## config.mk

```make
export PLATFORM = sky130hd
export DESIGN_NAME = pos_read_scheduler
export DESIGN_NICKNAME = d
export VERILOG_FILES = /design/src/rtl/pos_read_scheduler_pkg.sv /design/src/rtl/aligned_delay_line.sv /design/src/rtl/pos_read_scheduler.sv
export SDC_FILE = /design/constraint.sdc
export NUM_CORES = 1
export LEC_CHECK = 0
export CELL_PAD_IN_SITES_DETAIL_PLACEMENT = 0
export CELL_PAD_IN_SITES_GLOBAL_PLACEMENT = 1
export CORE_MARGIN = 4
export CORE_UTILIZATION = 40
export DETAILED_ROUTE_END_ITERATION = 16
export PLACE_DENSITY = 0.71
export SYNTH_ARGS = -nofsm -noshare
export SYNTH_HDL_FRONTEND = slang
export SYNTH_SLANG_ARGS = --single-unit
```

## constraint.sdc

```tcl
create_clock -name clk -period 34.7 [get_ports clk]
set_clock_uncertainty 0.05 [all_clocks]
set_input_delay 6.94 -clock clk [delete_from_list [all_inputs] [get_ports clk]]
set_output_delay 6.94 -clock clk [all_outputs]
set_load 0.02 [all_outputs]
```

## src/rtl/pos_read_scheduler_pkg.sv

```systemverilog
`default_nettype none
// ============================================================================
// Module      : pos_read_scheduler_pkg
// Description : Shared types and constants for the position-cache read
//               scheduler: FSM state and phase encodings, default sizes.
// Revision    : 1.0 - initial release
// ============================================================================
package pos_read_scheduler_pkg;

    localparam int DEF_NUM_NEIGHBOR_CELLS = 13;
    localparam int DEF_PARTICLE_ID_WIDTH  = 7;
    localparam int DEF_RD_LATENCY         = 1;

    // Home cell plus its half-shell neighbours.
    localparam int NUM_CELLS = DEF_NUM_NEIGHBOR_CELLS + 1;

    typedef enum logic [1:0] {
        ST_IDLE = 2'd0,
        ST_LOAD = 2'd1,
        ST_RUN  = 2'd2,
        ST_FIN  = 2'd3
    } state_e;

    // Phase A serves filter types 22/31/03, phase B the other set.
    typedef enum logic {
        PH_A = 1'b0,
        PH_B = 1'b1
    } phase_e;

endpackage
`default_nettype wire

```

## src/rtl/aligned_delay_line.sv

```systemverilog
`default_nettype none
// ============================================================================
// Module      : aligned_delay_line
// Description : Fixed-depth register line that delays a bundle so it lines
//               up with position-cache read data.
// Ports       : clk, rst      - clock, synchronous active-high reset
//               din [WIDTH]   - bundle entering the line
//               dout[WIDTH]   - bundle DEPTH cycles later
// Revision    : 1.0 - initial release
// ============================================================================
module aligned_delay_line #(
    parameter int               WIDTH     = 1,
    parameter int               DEPTH     = 1,
    parameter logic [WIDTH-1:0] RESET_VAL = '0
) (
    input  logic             clk,
    input  logic             rst,
    input  logic [WIDTH-1:0] din,
    output logic [WIDTH-1:0] dout
);

    logic [WIDTH-1:0] r_pipe [DEPTH];

    always_ff @(posedge clk) begin
        if (rst) begin
            for (int i = 0; i < DEPTH; i++) r_pipe[i] <= RESET_VAL;
        end else begin
            r_pipe[0] <= din;
            for (int i = 1; i < DEPTH; i++) r_pipe[i] <= r_pipe[i-1];
        end
    end

    assign dout = r_pipe[DEPTH-1];

endmodule
`default_nettype wire

```

## src/rtl/pos_read_scheduler.sv

```systemverilog
`default_nettype none
// ============================================================================
// Module      : pos_read_scheduler
// Description : Sweeps a reference particle over the home cell and a common
//               neighbour index over all caches (two phases per index),
//               producing read addresses plus latency-aligned masks.
// Ports       : clk, rst          - clock, synchronous active-high reset
//               start             - begin a home cell (accepted when idle)
//               particle_count    - per-cell counts, home cell in LSB slice
//               back_pressure     - filters full, hold issue
//               ref_rd_addr       - home-cache reference address
//               nb_rd_addr        - neighbour address to all caches
//               rd_en, busy       - issue enable, scheduler active
//               phase, pause_reading, broadcast_done, ref_not_read_yet,
//               ref_valid, done   - aligned with cache read data
// Revision    : 1.0 - initial release
// ============================================================================
module pos_read_scheduler
    import pos_read_scheduler_pkg::*;
#(
    parameter int NUM_NEIGHBOR_CELLS = DEF_NUM_NEIGHBOR_CELLS,
    parameter int PARTICLE_ID_WIDTH  = DEF_PARTICLE_ID_WIDTH,
    parameter int RD_LATENCY         = DEF_RD_LATENCY
) (
    input  logic                                                clk,
    input  logic                                                rst,
    input  logic                                                start,
    input  logic [(NUM_NEIGHBOR_CELLS+1)*PARTICLE_ID_WIDTH-1:0] particle_count,
    input  logic                                                back_pressure,
    output logic [PARTICLE_ID_WIDTH-1:0]                        ref_rd_addr,
    output logic [PARTICLE_ID_WIDTH-1:0]                        nb_rd_addr,
    output logic                                                rd_en,
    output logic                                                busy,
    output logic                                                phase,
    output logic                                                pause_reading,
    output logic [NUM_NEIGHBOR_CELLS:0]                         broadcast_done,
    output logic                                                ref_not_read_yet,
    output logic                                                ref_valid,
    output logic                                                done
);

    localparam int C_NC = NUM_NEIGHBOR_CELLS + 1;
    localparam int C_W  = PARTICLE_ID_WIDTH;
    localparam int C_AW = C_NC + 5;
    localparam logic [C_W:0]    C_ONE      = {{C_W{1'b0}}, 1'b1};
    // Idle bundle: every cell reported exhausted, nothing valid.
    localparam logic [C_AW-1:0] C_AL_RESET = {2'b00, {C_NC{1'b1}}, 3'b000};

    state_e           r_state, w_state_nx;
    phase_e           r_ph, w_ph_nx;
    logic [C_W-1:0]   r_ref, w_ref_nx;
    logic [C_W-1:0]   r_nb, w_nb_nx;
    logic [C_W-1:0]   r_max, w_max;
    logic [C_W-1:0]   r_count [C_NC];
    logic [C_W:0]     w_nb_inc, w_ref_inc;
    logic [C_NC-1:0]  w_bd;
    logic             w_nry, w_rv, w_dn;
    logic [C_AW-1:0]  w_al_in, w_al_out;

    // One extra bit so the last index of a full 2^W-1 cell does not wrap.
    assign w_nb_inc  = {1'b0, r_nb} + C_ONE;
    assign w_ref_inc = {1'b0, r_ref} + C_ONE;

    always_comb begin
        w_max = r_count[0];
        for (int k = 1; k < C_NC; k++) begin
            if (r_count[k] > w_max) w_max = r_count[k];
        end
    end

    always_ff @(posedge clk) begin
        if (rst) begin
            r_state <= ST_IDLE;
            r_ph    <= PH_A;
            r_ref   <= '0;
            r_nb    <= '0;
            r_max   <= '0;
            for (int k = 0; k < C_NC; k++) r_count[k] <= '0;
        end else begin
            r_state <= w_state_nx;
            r_ph    <= w_ph_nx;
            r_ref   <= w_ref_nx;
            r_nb    <= w_nb_nx;
            if (r_state == ST_IDLE && start) begin
                for (int k = 0; k < C_NC; k++)
                    r_count[k] <= particle_count[k*C_W +: C_W];
            end
            if (r_state == ST_LOAD) r_max <= w_max;
        end
    end

    always_comb begin
        w_state_nx = r_state;
        w_ph_nx    = r_ph;
        w_ref_nx   = r_ref;
        w_nb_nx    = r_nb;
        case (r_state)
            ST_IDLE: if (start) w_state_nx = ST_LOAD;
            ST_LOAD: begin
                w_ref_nx   = '0;
                w_nb_nx    = '0;
                w_ph_nx    = PH_A;
                w_state_nx = (r_count[0] == '0) ? ST_FIN : ST_RUN;
            end
            ST_RUN: begin
                // Under back pressure everything holds; the repeated read is harmless.
                if (!back_pressure) begin
                    if (r_ph == PH_A) begin
                        w_ph_nx = PH_B;
                    end else if (w_nb_inc < {1'b0, r_max}) begin
                        w_nb_nx = w_nb_inc[C_W-1:0];
                        w_ph_nx = PH_A;
                    end else begin
                        w_nb_nx  = '0;
                        w_ph_nx  = PH_A;
                        w_ref_nx = w_ref_inc[C_W-1:0];
                        if (w_ref_inc == {1'b0, r_count[0]}) w_state_nx = ST_FIN;
                    end
                end
            end
            ST_FIN:  w_state_nx = ST_IDLE;
            default: w_state_nx = ST_IDLE;
        endcase
    end

    always_comb begin
        w_rv  = (r_state == ST_RUN);
        w_dn  = (r_state == ST_FIN);
        // Home-cell pairs with nb > ref are produced when the roles swap.
        w_nry = w_rv && (r_nb <= r_ref);
        w_bd  = '1;
        if (w_rv) begin
            for (int k = 0; k < C_NC; k++) w_bd[k] = (r_nb >= r_count[k]);
        end
    end

    assign w_al_in = {r_ph, back_pressure, w_bd, w_nry, w_rv, w_dn};

    aligned_delay_line #(
        .WIDTH     (C_AW),
        .DEPTH     (RD_LATENCY),
        .RESET_VAL (C_AL_RESET)
    ) u_align (
        .clk  (clk),
        .rst  (rst),
        .din  (w_al_in),
        .dout (w_al_out)
    );

    assign {phase, pause_reading, broadcast_done,
            ref_not_read_yet, ref_valid, done} = w_al_out;

    assign ref_rd_addr = r_ref;
    assign nb_rd_addr  = r_nb;
    assign rd_en       = (r_state == ST_RUN);
    assign busy        = (r_state != ST_IDLE);

endmodule
`default_nettype wire

```

==> results of run 1 <==
-- placed cells by master, fill, tap and decap left out, types with 46 or more instances in the layout --
cell               n
edfxtp_1          98
inv_1            133
a21oi_1           75
clkdlybuf4s50_1  135
o21ai_0           76
nand2_1           46
nor2_1            82
nor2b_1           78
and2_1            78
ha_1             200
-- worst max-delay path, delay by kind of cell, from the launching register on --
family	cells	cell delay, ns
AOI/OAI and AO/OA	53	11.76
and+or+nand+nor	38	6.96
adders and majority gates	17	5.05
muxes	3	1.12
buffers and inverters	5	0.59
DFF	1	0.48
-- Yosys cell counts, drive strengths merged (3+ instances only) --
library cell,instances
nor2,84
o31ai,4
nand2b,44
o21a,15
nand3,16
a31oi,16
a21boi,4
xor2,5
inv,133
o21bai,3
and2,78
edfxtp,98
buf,6
nand2,48
mux2i,13
a22oi,13
nor3,10
a31o,3
o22a,4
nor2b,78
clkbuf,21
or3,4
a41oi,3
o31a,5
ha,200
mux2,12
and3,23
o211ai,13
nand4,10
dfxtp,43
a21o,32
a2111oi,7
xnor2,13
o21ai,85
maj3,5
o221ai,11
a21oi,76
a211oi,12
-- area by class of cell --
type                       instances  area, um^2
inverter                         133         499
clock buffer                      20         447
clock inverter                    12         163
sequential                       141        3800
tap                              390         488
timing repair buffer             146        1430
multi-input combinational        975        7570
fill                            2827       15200
-- how the worst min path moves through the flow --
| stage | endpoint | slack, ns | from |
|---|---|---|---|
| 2_1_floorplan | u_align.r_pipe[0][18]$_SDFF_PP0_ | 0.41 | r_ph$_SDFFE_PP0P_ |
| 3_3_place_gp | u_align.r_pipe[0][18]$_SDFF_PP0_ | 0.43 | r_ph$_SDFFE_PP0P_ |
| 3_5_place_dp | u_align.r_pipe[0][18]$_SDFF_PP0_ | 0.43 | r_ph$_SDFFE_PP0P_ |
| 4_1_cts | u_align.r_pipe[0][18]$_SDFF_PP0_ | 0.44 | r_ph$_SDFFE_PP0P_ |
| 5_1_grt | u_align.r_pipe[0][18]$_SDFF_PP0_ | 0.48 | r_ph$_SDFFE_PP0P_ |
| 6_report | u_align.r_pipe[0][18]$_SDFF_PP0_ | 0.44 | r_ph$_SDFFE_PP0P_ |
-- routing by layer --
layer	global-route usage (%)	part of all wire [%]	vias up
li1	-	-	4871
met1	27.3	48	4501
met2	33.5	46	209
met3	3.24	3.6	36
met4	6.33	2.2	0
met5	0	0	-
-- sequential cells by signal, indices dropped and copies added (netlist names) --
name	count
r_state	2
r_count	98
r_max	7
ref_rd_addr	7
u_align.r_pipe	19
nb_rd_addr	7
r_ph	1
-- stage by stage --
| stage | utilization, % | instance area, um^2 |
|---|---|---|
| finish | 48.7 | 14400 |
| global route | 48.7 | 14400 |
| CTS | 48.7 | 14400 |
| detailed placement | 46.7 | 13800 |
| global placement | 46.7 | 13800 |
| floorplan | - | 12000 |
-- kinds of logic after synthesis --
logic type      share of synthesized area, %
flops                                   31.8
simple gates                            18.5
mux                                     2.34
fa+ha+maj                               21.4
xor+xnor                                1.32
compound gates                          19.6
buf+inv                                 5.15
==> metrics.json, run 1 <==
{
  "status": {
    "outcome": "completed"
  },
  "floorplanning": {
    "rows": 63,
    "initial_utilization_pct": 40.5,
    "boundaryPins": 137,
    "die_width_um": 181,
    "die_area_um2": 32800,
    "die_h_um": 181,
    "core_area_um2": 29600
  },
  "global_routing": {
    "grt_pass1_vias": 9520,
    "grt_antenna_before_repair": 0,
    "largest_net_degree_at_the_start_of_global_routing": 75,
    "grt_first_pass_wirelength_um": 52300,
    "globalRouteTotalUtil_pct": 20.3,
    "grt-ovfl-total": 0
  },
  "clocking": {
    "h-tree-depth": 4,
    "tritoncts_clock_tree": "done",
    "cts-hold-fix-buffers": 0,
    "postCtsResizedCells": 0,
    "post-cts-setup-buffers": 0,
    "cts_sinks": 141,
    "cts_inserted_buffers": 17,
    "cts_max_path_buffers": 2,
    "clock_insertion_delay_at_the_later_pin_of_the_skew_report_ns": 0.45,
    "clk_transition_reported_paths_ns": 0.06,
    "cts.root.buffer_cell": "clkbuf_16"
  },
  "synthesis": {
    "synth_area_leader_cell": "edfxtp_1",
    "synthDominantCellAreaShare_pct": 24.6,
    "synthDistinctLibCells": 88,
    "post_synthesis_instance_area_um2": 12000,
    "synth_seq_area_share_pct": 31.8,
    "syn_avg_cell_area_um2": 9.39,
    "synth-async-reset-ratio_pct": 0,
    "synth_nets": 1578,
    "yosys_most_used_dff": "edfxtp_1",
    "synthesis.instances": 1276,
    "synthesis.yosys.warnings": 0,
    "synth_edf_count": 98,
    "synth_seq_cells": 141,
    "synth_area_leaders": "edfxtp_1 25%, ha_1 21%, dfxtp_1 7.2%, inv_1 4.2%, and2_1 4.1%"
  },
  "placement": {
    "port_buffers": 136,
    "dp_worst_setup_slack_ns": 8.79,
    "number_of_placed_instances_with_taps_included": 1785,
    "gp_routability_congestion": 0.909,
    "post-dp-hpwl_um": 24700
  },
  "worst_setup_path": {
    "data_arrival_at_the_endpoint_of_the_critical_path_ns": 26.44,
    "critPathLaunch": "r_count[0][5]$_SDFFCE_PN0P_",
    "worst_case_reg_to_reg_path_depth": 116,
    "worstReg2RegEnd": "r_max[4]$_SDFFE_PP0P_",
    "reg2reg_from": "r_count[0][5]$_SDFFCE_PN0P_",
    "reg2reg_slack_ns": 8.52,
    "cpMostUsedCell": "o21ai_0",
    "class_of_the_most_critical_setup_path": "reg -> reg",
    "critPathMaxFanout": 16,
    "worst_ep_required_time_ns": 34.96,
    "kind_of_capture_point_of_the_worst_setup_path": "flip-flop",
    "worst_path_max_delay_cell": "nor2_1",
    "endpoint": "r_max[4]$_SDFFE_PP0P_",
    "crit_path_launch_type": "flip-flop",
    "critical-path-max-stage-delay_ns": 0.68
  },
  "finish": {
    "nNetsFinal": 1716,
    "layout-drive-gt1-share_pct": 7.57,
    "fin_cells": 1817,
    "areaGrowthSynthToFinish_pct": 20.3,
    "diodes": 0
  },
  "detailed_routing": {
    "detail_route.iter0.violations": 621,
    "finalWirelength_um": 33000,
    "post-route-drc-count": 0,
    "final_antenna_net_count": 0,
    "route.vias.total": 9617,
    "wire_per_inst_um": 18.2,
    "viasPerCell": 5.29,
    "drtPass1Iterations": 6
  },
  "sta": {
    "setup-violations-final": 0,
    "final-hold-violation-count": 0,
    "maxSlewHeadroom_pct": 21.8,
    "unrepaired_setup_endpoints_after_global_routing": "false",
    "maxClockFrequency_mhz": 38.2,
    "tightest_pin_transition_ns": 1.17,
    "tns_ns": 0,
    "layout_setup_ws_ns": 8.52,
    "fin_crit_ns": 26.18,
    "drv_slew": 0,
    "finalCritPeriodShare_pct": 75.5,
    "whs_ns": 0.444
  },
  "job": {
    "cap_violations": 0
  },
  "worst_hold_path": {
    "min_delay_path_depth": 1,
    "timing.hold.worst.class": "reg -> reg"
  }
}
Power of run 1 is left out: the tool's default activity adds up to more than one toggle a clock period on the data nets, which glitch-free logic cannot reach.
==> run 2: changes to the inputs <==
- clock period: 34.7 -> 26.3 ns (I/O delays scaled with it)
==> metrics.json, run 2 (synthesis gave the netlist of run 1 again) <==
{
  "finish": {
    "post-route-cell-area_um2": 14500,
    "largest_register": "r_count",
    "mostFrequentLayoutCells": "200 x ha_1, 135 x clkdlybuf4s50_1, 133 x inv_1, 98 x edfxtp_1, 80 x nor2_1",
    "largest_register_ff_count": 98,
    "nNetsFinal": 1723,
    "fin_cells": 1824,
    "diodes": 0,
    "layout_top_registers": "r_count x98, u_align.r_pipe x19",
    "layout.core_utilization_pct": 49.1,
    "layout-drive-gt1-share_pct": 8.58,
    "areaGrowthSynthToFinish_pct": 21.1,
    "layout_commonest_cell": "ha_1",
    "final.fill_count": 2775
  },
  "worst_setup_path": {
    "critPathLaunch": "r_count[0][5]$_SDFFCE_PN0P_",
    "critical_path.n_buffers_inverters": 7,
    "timing.critical_path.depth": 116,
    "critPathMaxFanout": 16,
    "worst_path_top_cell_family_by_delay": "compound AO/OA/AOI/OAI gates",
    "critical-path-max-stage-delay_ns": 0.50,
    "worst_path_max_delay_cell": "edfxtp_1",
    "worst_case_reg_to_reg_path_depth": 116,
    "data_arrival_at_the_endpoint_of_the_critical_path_ns": 24.35,
    "kind_of_capture_point_of_the_worst_setup_path": "flip-flop",
    "class_of_the_most_critical_setup_path": "reg -> reg",
    "reg2reg_slack_ns": 2.19,
    "worst_ep_required_time_ns": 26.55,
    "worstReg2RegEnd": "r_max[1]$_SDFFE_PP0P_",
    "endpoint": "r_max[1]$_SDFFE_PP0P_",
    "crit_path_launch_type": "flip-flop",
    "reg2reg_from": "r_count[0][5]$_SDFFCE_PN0P_"
  },
  "clocking": {
    "tritoncts_clock_tree": "done",
    "cts_sinks": 141,
    "cts-hold-fix-buffers": 0,
    "h-tree-depth": 4,
    "cts.root.buffer_cell": "clkbuf_16",
    "clk_transition_reported_paths_ns": 0.06,
    "cts_max_path_buffers": 2,
    "clock_insertion_delay_at_the_later_pin_of_the_skew_report_ns": 0.44,
    "cts_inserted_buffers": 17
  },
  "floorplanning": {
    "die_width_um": 181,
    "die_area_um2": 32800,
    "initial_utilization_pct": 40.5,
    "boundaryPins": 137,
    "rows": 63,
    "die_h_um": 181,
    "core_area_um2": 29600
  },
  "global_routing": {
    "grt_pass1_vias": 9516,
    "grt_first_pass_wirelength_um": 52200,
    "globalRouteTotalUtil_pct": 20.1,
    "grt-ovfl-total": 0,
    "grt_antenna_before_repair": 0,
    "largest_net_degree_at_the_start_of_global_routing": 75
  },
  "sta": {
    "maxSlewHeadroom_pct": 24.0,
    "fin_crit_ns": 24.11,
    "whs_ns": 0.435,
    "final-hold-violation-count": 0,
    "setup-violations-final": 0,
    "drv_slew": 0,
    "finalCritPeriodShare_pct": 91.7,
    "tightest_pin_transition_ns": 1.14,
    "maxClockFrequency_mhz": 41.5
  },
  "detailed_routing": {
    "viasPerCell": 5.32,
    "drtPass1Iterations": 5,
    "wire_per_inst_um": 18.1,
    "detail_route.iter0.violations": 551,
    "finalWirelength_um": 33000,
    "final_antenna_net_count": 0,
    "route.vias.total": 9704,
    "post-route-drc-count": 0
  },
  "job": {
    "cap_violations": 0
  },
  "placement": {
    "dpl-instance-area_um2": 13800,
    "port_buffers": 136,
    "number_of_placed_instances_with_taps_included": 1786,
    "gp_routability_congestion": 0.904,
    "post-dp-hpwl_um": 24600
  },
  "worst_hold_path": {
    "timing.hold.worst.class": "reg -> reg"
  },
  "status": {
    "outcome": "completed"
  }
}
[run 2: cell count changes in the layout (fill, tap and decap cells not counted), moves of 2 or more]
cell / before / now
buf_4: 10 / 17
o221ai_1: 10 / 6
o221ai_2: 1 / 4
clkinvlp_4: 5 / 7
nor2_1: 82 / 80
[run 2: per-layer routing]
metal  share of wire [%]  global-route usage [%]  wire length (um)  vias up
met1                  48                    27.9             15800     4563
met5                   0                       0                 0        -
li1                    -                       -                 -     4889
met2                  46                    33.2             15300      222
met4                 1.4                    4.53               475        0
met3                 4.2                    3.30              1380       30
[run 2: worst min-delay path by stage]
stage                                 start                                to  slack, ns  cells after the start
after global placement    r_ph$_SDFFE_PP0P_  u_align.r_pipe[0][18]$_SDFF_PP0_       0.43                      1
after detailed placement  r_ph$_SDFFE_PP0P_  u_align.r_pipe[0][18]$_SDFF_PP0_       0.43                      1
final                     r_ph$_SDFFE_PP0P_  u_align.r_pipe[0][18]$_SDFF_PP0_       0.44                      1
after CTS                 r_ph$_SDFFE_PP0P_  u_align.r_pipe[0][18]$_SDFF_PP0_       0.44                      1
after global routing      r_ph$_SDFFE_PP0P_  u_align.r_pipe[0][18]$_SDFF_PP0_       0.47                      1
after floorplan           r_ph$_SDFFE_PP0P_  u_align.r_pipe[0][18]$_SDFF_PP0_       0.41                      1
[run 2: repair_timing]
action / CTS / global route
buffers inserted: 0 / 6
setup endpoints to repair: 0 / 7
gates resized for setup: 0 / 13
[run 2: stage by stage]
| stage | worst slack [ns] | TNS, ns |
|---|---|---|
| floorplan | 4.88 | 0 |
| global placement | 1.47 | 0 |
| detailed placement | 0.760 | 0 |
| CTS | 0.705 | 0 |
| global route | -0.0989 | -0.361 |
| finish | 2.19 | 0 |
[run 2: final cells by class]
type | count | area, um^2 | area share (%)
flip-flops and latches | 141 | 3800 | 26.2
repair buffers | 153 | 1480 | 10.2
well taps | 390 | 488 | 3.37
inverters | 133 | 499 | 3.44
clock inverters | 13 | 143 | 0.984
clock buffers | 19 | 433 | 2.99
multi-input cells | 975 | 7650 | 52.8
Power of run 2 is left out for the same reason.
